$ cat src/rtl/booth16_pkg.sv
// Shared types and the radix-16 Booth digit recoder for the iterative multiplier.
package booth16_pkg;

  typedef enum logic [2:0] {
    IDLE = 3'd0,
    PRE3 = 3'd1,
    PRE5 = 3'd2,
    PRE7 = 3'd3,
    ACC  = 3'd4,
    DONE = 3'd5
  } state_t;

  typedef logic signed [4:0] booth_digit_t;

  localparam int DIG_BITS = 4;

  // Window {y[4i+3], y[4i+2], y[4i+1], y[4i], y[4i-1]} -> digit in -8..+8.
  function automatic booth_digit_t booth16_digit(input logic [4:0] win);
    logic signed [5:0] w_hi;
    logic signed [5:0] w_lo;
    logic signed [5:0] w_sum;
    w_hi  = $signed({{2{win[4]}}, win[4:1]});
    w_lo  = $signed({5'b00000, win[0]});
    w_sum = w_hi + w_lo;
    return w_sum[4:0];
  endfunction

endpackage

$ cat src/rtl/booth16_pp_sel.sv
// Partial-product selector: one Booth window plus precomputed multiples -> signed digit*M.
module booth16_pp_sel #(
  parameter int MW = 12
) (
  input  logic        [4:0]    i_win,
  input  logic signed [MW-1:0] i_m,
  input  logic signed [MW-1:0] i_m3,
  input  logic signed [MW-1:0] i_m5,
  input  logic signed [MW-1:0] i_m7,
  output logic signed [MW-1:0] o_pp
);
  import booth16_pkg::*;

  booth_digit_t        w_digit;
  logic                w_neg;
  logic        [4:0]   w_mag;
  logic signed [MW-1:0] w_sel;

  // Magnitude selection from shifts / odd multiples, then conditional negation.
  always_comb begin
    w_digit = booth16_digit(i_win);
    w_neg   = w_digit[4];
    w_mag   = w_neg ? -w_digit : w_digit;
    case (w_mag)
      5'd0:    w_sel = '0;
      5'd1:    w_sel = i_m;
      5'd2:    w_sel = i_m <<< 1;
      5'd3:    w_sel = i_m3;
      5'd4:    w_sel = i_m <<< 2;
      5'd5:    w_sel = i_m5;
      5'd6:    w_sel = i_m3 <<< 1;
      5'd7:    w_sel = i_m7;
      5'd8:    w_sel = i_m <<< 3;
      default: w_sel = '0;
    endcase
    if (w_neg) begin
      o_pp = -w_sel;
    end else begin
      o_pp = w_sel;
    end
  end

endmodule

$ cat src/rtl/booth16_iter_core.sv
// Iterative signed radix-16 Booth multiplier: precompute 3M/5M/7M with one adder,
// then retire one digit per cycle, most significant digit first.
module booth16_iter_core #(
  parameter int WIDTH = 8
) (
  input  logic                      i_clk,
  input  logic                      i_rst,
  input  logic                      i_in_valid,
  output logic                      o_in_ready,
  input  logic        [WIDTH-1:0]   i_multiplier,
  output logic                      o_mcand_load,
  input  logic        [WIDTH-1:0]   i_mcand,
  output logic                      o_out_valid,
  input  logic                      i_out_ready,
  output logic signed [2*WIDTH-1:0] o_product
);
  import booth16_pkg::*;

  localparam int NDIG = (WIDTH + 3) / 4;
  localparam int YE   = 4 * NDIG;
  localparam int YW   = YE + 1;
  localparam int MW   = WIDTH + 4;
  localparam int AW   = YE + WIDTH + 4;
  localparam int CW   = (NDIG > 1) ? $clog2(NDIG) : 1;
  localparam logic [CW-1:0] LAST_DIG = CW'(NDIG - 1);

  state_t                    r_state;
  state_t                    w_state_next;
  logic        [YW-1:0]      r_y;
  logic signed [MW-1:0]      r_m3;
  logic signed [MW-1:0]      r_m5;
  logic signed [MW-1:0]      r_m7;
  logic signed [AW-1:0]      r_acc;
  logic        [CW-1:0]      r_cnt;
  logic signed [2*WIDTH-1:0] r_product;

  logic signed [MW-1:0]      w_m;
  logic signed [MW-1:0]      w_add_a;
  logic signed [MW-1:0]      w_add_b;
  logic signed [MW-1:0]      w_add_sum;
  logic                      w_add_sub;
  logic signed [MW-1:0]      w_pp;
  logic signed [AW-1:0]      w_acc_next;
  logic signed [YE-1:0]      w_mult_ext;
  logic        [4:0]         w_win;

  assign w_m          = MW'($signed(i_mcand));
  assign w_mult_ext   = YE'($signed(i_multiplier));
  assign o_in_ready   = (r_state == IDLE);
  assign o_mcand_load = i_in_valid & (r_state == IDLE) & ~i_rst;
  assign o_out_valid  = (r_state == DONE);
  assign o_product    = r_product;
  // The multiplier shifts left each digit, so the current window is always on top.
  assign w_win        = r_y[YW-1 -: 5];
  assign w_acc_next   = (r_acc <<< DIG_BITS) + AW'(w_pp);

  booth16_pp_sel #(.MW(MW)) u_pp_sel (
    .i_win (w_win),
    .i_m   (w_m),
    .i_m3  (r_m3),
    .i_m5  (r_m5),
    .i_m7  (r_m7),
    .o_pp  (w_pp)
  );

  // Shared adder operand steering for the odd-multiple precompute.
  always_comb begin
    w_add_a   = '0;
    w_add_b   = '0;
    w_add_sub = 1'b0;
    case (r_state)
      PRE3: begin
        w_add_a = w_m;
        w_add_b = w_m <<< 1;
      end
      PRE5: begin
        w_add_a = w_m;
        w_add_b = w_m <<< 2;
      end
      PRE7: begin
        w_add_a   = w_m <<< 3;
        w_add_b   = w_m;
        w_add_sub = 1'b1;
      end
      default: begin
        w_add_sub = 1'b0;
      end
    endcase
    w_add_sum = w_add_sub ? (w_add_a - w_add_b) : (w_add_a + w_add_b);
  end

  // Next-state decode.
  always_comb begin
    w_state_next = r_state;
    case (r_state)
      IDLE: begin
        if (i_in_valid) begin
          w_state_next = PRE3;
        end else begin
          w_state_next = IDLE;
        end
      end
      PRE3: w_state_next = PRE5;
      PRE5: w_state_next = PRE7;
      PRE7: w_state_next = ACC;
      ACC: begin
        if (r_cnt == '0) begin
          w_state_next = DONE;
        end else begin
          w_state_next = ACC;
        end
      end
      DONE: begin
        if (i_out_ready) begin
          w_state_next = IDLE;
        end else begin
          w_state_next = DONE;
        end
      end
      default: w_state_next = IDLE;
    endcase
  end

  // State register.
  always_ff @(posedge i_clk) begin
    if (i_rst) begin
      r_state <= IDLE;
    end else begin
      r_state <= w_state_next;
    end
  end

  // Datapath: operand capture, odd multiples, digit accumulation, product hold.
  always_ff @(posedge i_clk) begin
    if (i_rst) begin
      r_y       <= '0;
      r_m3      <= '0;
      r_m5      <= '0;
      r_m7      <= '0;
      r_acc     <= '0;
      r_cnt     <= '0;
      r_product <= '0;
    end else begin
      case (r_state)
        IDLE: begin
          if (i_in_valid) begin
            r_y   <= {w_mult_ext, 1'b0};
            r_acc <= '0;
            r_cnt <= LAST_DIG;
          end
        end
        PRE3: r_m3 <= w_add_sum;
        PRE5: r_m5 <= w_add_sum;
        PRE7: r_m7 <= w_add_sum;
        ACC: begin
          r_acc <= w_acc_next;
          r_y   <= r_y << DIG_BITS;
          r_cnt <= r_cnt - CW'(1);
          if (r_cnt == '0) begin
            r_product <= w_acc_next[2*WIDTH-1:0];
          end
        end
        default: begin
          r_product <= r_product;
        end
      endcase
    end
  end

endmodule

$ cat config.mk
export PLATFORM = sky130hd
export DESIGN_NAME = booth16_iter_core
export DESIGN_NICKNAME = d
export VERILOG_FILES = /design/src/rtl/booth16_pkg.sv /design/src/rtl/booth16_pp_sel.sv /design/src/rtl/booth16_iter_core.sv
export SDC_FILE = /design/constraint.sdc
export NUM_CORES = 1
export LEC_CHECK = 0
export CAP_MARGIN = 10
export CORE_MARGIN = 8
export CORE_UTILIZATION = 45
export CTS_BUF_LIST = sky130_fd_sc_hd__clkbuf_4 sky130_fd_sc_hd__clkbuf_8
export DETAILED_ROUTE_END_ITERATION = 10
export SYNTH_ARGS = -nofsm -noshare
export SYNTH_HDL_FRONTEND = slang
export SYNTH_HIERARCHICAL = 1
export SYNTH_SLANG_ARGS = --single-unit
$ cat constraint.sdc
create_clock -name i_clk -period 13.95 [get_ports i_clk]
set_input_delay 1.395 -clock i_clk [delete_from_list [all_inputs] [get_ports i_clk]]
set_output_delay 1.395 -clock i_clk [all_outputs]
set_load 0.1 [all_outputs]
Word-level counts from Yosys, hierarchy flattened
Index checks and enable logic that the tools add are counted.

storage, ports and cells
  memories = 0
  register bits = 77
  output and inout bits = 19
  latch bits = 0
  input port bits = 20
  RAM bits = 0
  memory bits (read-only) = 0

operators by class
  $lt $le $gt $ge = 0
  eq/ne operators = 14
  multipliers = 0
  add/sub/neg operators = 7
  muxes and demuxes = 17
  shifts and indexed selects = 0
  bitwise logic cells = 4
  reductions and logical operators = 5
  div/mod/pow operators = 0

operator list
  kind                  number
  $pmux W12 S8          1
  $pmux W12 S2          2
  $mux W12              3
  $pmux W12 S3          1
  $eq A5 B3 Y1 const B  4
  $pmux W3 S6           1
  $pmux W9 S2           1
  $add A16 B12 Y16      1
  $add A12 B12 Y12      1
  $neg A12 Y12          1
  $sub A12 B12 Y12      1
  $eq A5 B2 Y1 const B  2
  $mux W9               1
  $eq A3 B2 Y1 const B  2
  $eq A3 B3 Y1 const B  2
  $add A4 B2 Y5         1
  $eq A5 B1 Y1 const B  1
  $eq A5 B4 Y1 const B  1
  $mux W5               1
  $neg A5 Y5            1
  $mux W1               4
  $reduce_and A2 Y1     2
  $eq A3 B1 Y1 const B  1
  $logic_not A3 Y1      1
  other kinds (8)       10

Depth between registers and ports, before layout
  word-level depth = 9
  depth in mapped cells = 23

Modules after synthesis
Netlist, hierarchy kept.

modules (own cells, without submodules)
  module             times used  cells an instance  area each (um^2)
  booth16_iter_core  1           575                4468.0
  booth16_pp_sel     1           206                1554.0

Worst setup path after synthesis
OpenSTA, ideal clock, no wires.

  kind = reg2out
  start point = register r_state[1]
  end point = output port o_mcand_load
  required time = 12.555 ns
  stages on the path, launching flop included = 8
  slack = 7.768 ns
  data arrival time = 4.787 ns
  path buffers = 4
  cell sequence = dfxtp_1 > buf_6 > buf_4 > buf_2 > nor3_1 > nand2_1 > clkbuf_1 > nor2_1

on the way
  cells in the longest elaborated chain, start to end = 3

ends and longest elaborated chain
  item                         line                      source
  start, declared              booth16_iter_core.sv:27   state_t r_state;
  start signal, assigned       booth16_iter_core.sv:129  r_state <= w_state_next;
  $logic_not A3 Y1             n/a
  via o_in_ready               booth16_iter_core.sv:9    output logic o_in_ready,
  $and A1 B1 Y1 (2 in series)  booth16_iter_core.sv:50   assign o_mcand_load = i_in_valid & (r_state == IDLE) & ~i_rst;
  end, declared                booth16_iter_core.sv:11   output logic o_mcand_load,

The timed path passes the listed nets, and every way through them passes these cells.

Worst setup path after layout
  start point = register r_y[4]
  end point = register r_product[10], in the netlist o_product[10]

on the way
  cells in the longest elaborated chain, start to end = 8
  elaborated cells between the ends (all ways) = 15
  classes of those cells = add/sub: 4; eq/ne: 8; mux: 3

ends and longest elaborated chain
  item                                  line                      source
  start, declared                       booth16_iter_core.sv:29   logic [YW-1:0] r_y;
  start signal, assigned                booth16_iter_core.sv:147  r_y <= {w_mult_ext, 1'b0};
  start signal, assigned                booth16_iter_core.sv:157  r_y <= r_y << DIG_BITS;
  $add A4 B2 Y5 (*)                     booth16_pkg.sv:24         w_sum = w_hi + w_lo;
  $neg A5 Y5                            booth16_pp_sel.sv:23      w_mag = w_neg ? -w_digit : w_digit;
  $mux W5                               booth16_pp_sel.sv:23
  $eq A5 B4 Y1 (tied with other cells)  booth16_pp_sel.sv:24      case (w_mag)
  $pmux W12 S8                          booth16_pp_sel.sv:24
  $neg A12 Y12                          booth16_pp_sel.sv:37      o_pp = -w_sel;
  $mux W12 (*)                          booth16_pp_sel.sv:36      if (w_neg) begin
  via w_pp[4]                           booth16_iter_core.sv:42   logic signed [MW-1:0] w_pp;
  $add A16 B12 Y16 (*)                  booth16_iter_core.sv:55   assign w_acc_next = (r_acc <<< DIG_BITS) + AW'(w_pp);
  end signal, assigned                  booth16_iter_core.sv:160  r_product <= w_acc_next[2*WIDTH-1:0];
  end signal, assigned                  booth16_iter_core.sv:164  r_product <= r_product;
  end, declared                         booth16_iter_core.sv:35   logic signed [2*WIDTH-1:0] r_product;

Mark *: on every way through the listed nets, which the timed path passes. The rest lies on a longest branch.
A chain may end at the register's enable or synchronous reset.

==> results by stage <==
Synthesis:
- The number of synthesized flops with an enable pin is 0.
- The leading area contributor after synthesis is dfxtp_1.
- Each instance of the synthesized netlist takes up on average 7.71 sq um.
- The number of storage elements in the synthesis netlist is 76.
- By area the synthesized netlist is led by dfxtp_1 25%, nand2_1 7.9%, a21oi_1 7.1%.
- The part of the Yosys area used for sequential elements is 0.253.
- Sorting the synthesized cells by how often they occur yields 127 x nand2_1, 85 x a21oi_1, 76 x dfxtp_1, 53 x nor2_1, 39 x nand3_1.
- The mapped cell area is 6020 sq um.
- The area share of the largest cell type after synthesis is 0.253.
- For this run, asynchronously set or reset flops after synthesis account for 0.
- nand2_1 is the most common cell in the netlist.
- The most used flip-flop cell after synthesis is dfxtp_1.
- During synthesis, Yosys emitted a total of 6 warnings.
- The cell count after synthesis is 781.
- The number of different library cells used by synthesis comes to 74.
- When the netlist entered floorplanning its net count stood at 832.

Pwr:
- The internal power of the cells totals 0.528 mW.
- The areal power density over the cells is 139 nW/um^2.
- Across the VDD grid, the largest voltage drop is 67.3 uV.
- The switching power share of the total is 0.426.
- The part of the power in registers is 0.275.
- The part of the total power dissipated in combinational logic is 0.497.
- Summed over all cells, the static leakage comes to 2.43 nW.
- The net switching power is 0.392 mW.
- The clock group share of total power is 0.228.

Timing:
- Measured against its own limit, the worst slew margin works out to 0.343.
- The fraction of the cycle the final worst path needs is 0.413.
- For the finished layout, the period the worst path requires is 5.77 ns.
- After routing, the total negative slack on setup checks comes to 0 ns.
- The max-slew violation count was 0.
- The maximum clock frequency is 0.173 GHz.
- The final setup slack of the worst path is 8.18 ns.
- The final number of setup-violating endpoints is 0.
- The actual transition at the worst max-transition pin is 0.982 ns.
- The count of endpoints failing hold in the final timing report came to 0.
- Setup repair after global routing left no endpoint under its margin.
- The clock skew after layout is 0.0144 ns.

Routing:
- The wire length reported by the detailed router is 16400 um.
- For this block, the initial DRC count from the detailed router was 501.
- The count of antenna-violating nets left after detailed routing is 0.
- Using the TritonRoute via totals, the vias-per-cell ratio works out to 5.89.
- Across all layers, the routed design uses 5666 vias.
- The wire length per cell is 17.0 um.
- In the routed design, unresolved DRC markers number 0.
- The number of iterations in the first detailed-routing pass is 5.

Clocking:
- The clock tree from TritonCTS is yes.
- The longest clock path from root to sink contains 2 buffers.
- For this design, the sink count on the clock tree is 76.
- After clock tree synthesis, the clock-pin slew on the worst setup and hold paths is 0.09 ns.
- The count of hold buffers inserted by post-cts repair is 0.
- The CTS root buffer is clkbuf_8.
- In this run the number of H-tree levels came out at 3.
- TritonCTS created 9 clock buffers.
- The insertion delay of the later-clocked pin in the worst-skew pair is 0.38 ns.
- Buffers added to address setup during post-CTS repair amount to 0.
- The count of cells resized by post-cts repair is 0.

Critical path:
- STA classifies the critical path endpoint as a flop.
- Data on the critical path is required at its endpoint by 14.25 ns.
- Along the worst path, the maximum fanout reaches 24.
- Traced cell by cell, the critical path runs through ha_1, ha_1, inv_1, ha_1, or4b_4, o21ai_4, nand2_1, a221oi_1, inv_1, ha_1, a31oi_1, xnor2_1, ha_1, fa_1, nand3_1, a21boi_0, o21a_1, o21ai_0, nand3_1, a21oi_1.
- The cell with the biggest individual delay on the critical path is a221oi_1.
- The dominant cell type by count on the critical path is ha_1.
- Data arrives at the worst endpoint at 6.07 ns.
- The critical path is of the reg2reg type.
- The worst register-to-register path has a setup slack of 8.18 ns.
- In this design, the stage delay of the slowest critical-path cell is 0.84 ns.
- The startpoint type of the worst setup path is a flop.

Final layout:
- The final design utilization is 0.505.
- The final standard cell count with taps included and fillers excluded is 962.
- The antenna diode count is 0.
- In the final layout, the share of cells above drive strength 1 is 0.0725.
- The area growth from synthesis to layout is 10.1%.
- After the last flow step, the layout net total stands at 832.

Die:
- The width of the die is 132 um.
- The die covers 17300 sq um.
- The number of cell rows is 42.
- The die boundary height is 132 um.
- The effective utilization at floorplan is 0.458.
- The total area inside the core boundary comes to 13100 sq um.
- 39 I/O pins were placed.

GRT:
- The wire length of the first global-routing pass is 26900 um.
- Entering global routing, the biggest net connects 92 pins.
- The number of global-route vias before repair was 5323.
- In the global route stage, overall resource usage came out at 0.186.
- The remaining global-route overflow is 0.
- The number of antenna violations at the first check in global routing is 0.

Hold path:
- The tightest min-delay check is of the reg2reg type.

Placed design:
- Routability-driven placement finished with a final weighted congestion of 0.901.
- The count of port buffers added during placement is 38.
- Detailed placement finished with a half-perimeter wire length of 11700 um.
- The number of placed instances, taps included is 946.
- The worst setup slack before clock tree synthesis is 8.18 ns.

Flow run:
- The number of max-cap violations is 0.

Run status:
- The flow ran to the end, and the final reports show no timing, DRC or antenna violations.
## state kept, by name, indices dropped and copies added, names as in the netlist
signal and flops:
r_m7 12, r_acc 12, r_y 8, o_product 16, r_cnt 1, r_state 3
r_m3 12, r_m5 12
## metrics by stage
stage | power [mW] | area [sq um] | hold WS [ns]
6_report | 0.921 | 6630 | 0.451
5_1_grt | 0.978 | 6630 | 0.480
4_1_cts | 0.918 | 6630 | 0.456
3_5_place_dp | 0.707 | 6380 | 0.441
3_3_place_gp | 0.701 | 6380 | 0.434
2_1_floorplan | 0.613 | 6020 | 0.436
## layout make-up
type / count / area (sq um)
Fill cell: 1331 / 6510
Sequential cell: 76 / 1520
Tap cell: 176 / 220
Clock inverter: 7 / 121
Clock buffer: 9 / 124
Inverter: 7 / 26.3
Multi-Input combinational cell: 642 / 4190
Timing Repair Buffer: 45 / 428
## power groups by stage
stage               clock network, mW  registers [mW]  logic [mW]
global route                    0.224           0.256       0.498
CTS                             0.214           0.254       0.451
floorplan                           0           0.257       0.356
global placement                    0           0.258       0.443
finish                          0.210           0.253       0.457
detailed placement                  0           0.259       0.448
## cells in the final DEF, fill, tap and decap left out, types with 3 or more instances in the layout
master           count
nand2_1            127
a21oi_1             84
dfxtp_1             76
nor2_1              53
nand3_1             39
clkdlybuf4s50_1     37
mux2i_1             29
ha_1                29
o21ai_0             24
xnor2_1             24
a211oi_1            21
nor3_1              18
a21o_1              12
a31oi_1             12
nor3b_1             11
nor2b_1             11
nand2b_1            11
xor2_1              11
and2_1               9
clkbuf_8             9
nand3b_1             8
nand4_1              8
inv_1                7
a311oi_1             7
buf_4                7
a221oi_1             6
a22oi_1              5
o21a_1               5
o31ai_1              5
and3_1               5
or4_1                4
a211oi_2             4
mux2_4               3
o311ai_0             3
a21boi_0             3
bufinv_16            3
o211ai_1             3
## worst paths after layout
| check | start | depth (start not counted) | endpoint |
|---|---|---|---|
| setup / recovery | r_y[4] | 20 | o_product[10] |
| hold / removal | o_product[13] | 2 | o_product[13] |
| setup reg to reg | r_y[4] | 20 | o_product[10] |
| hold reg to reg | o_product[13] | 2 | o_product[13] |
## logic make-up (layout without fill, tap and decap cells)
family                     Yosys count  after routing  synth area share
adders and majority gates           31             31            0.0669
AOI/OAI and AO/OA                  219            219             0.247
muxes                               34             34            0.0613
buffers and inverters               63             68            0.0526
xor gates and xnor gates            37             37            0.0582
and+or+nand+nor                    321            321             0.262
DFF                                 76             76             0.253
## critical path, delay by kind of cell (launching register included)
| kind | cells | cell delay, ns |
|---|---|---|
| AO/OA/AOI/OAI | 7 | 2.19 |
| adder cells (fa/ha/maj) | 6 | 1.88 |
| AND/OR/NAND/NOR | 4 | 0.94 |
| flip-flops | 1 | 0.34 |
| buffers and inverters | 2 | 0.23 |
| XOR/XNOR | 1 | 0.11 |
## layer usage
metal | track usage | wire (um)
met5 | 0 | 0
met4 | 0.0759 | 327
met3 | 0.0366 | 808
met2 | 0.288 | 7340
met1 | 0.247 | 7900
Note: power is estimated with default switching activity, not from simulation.
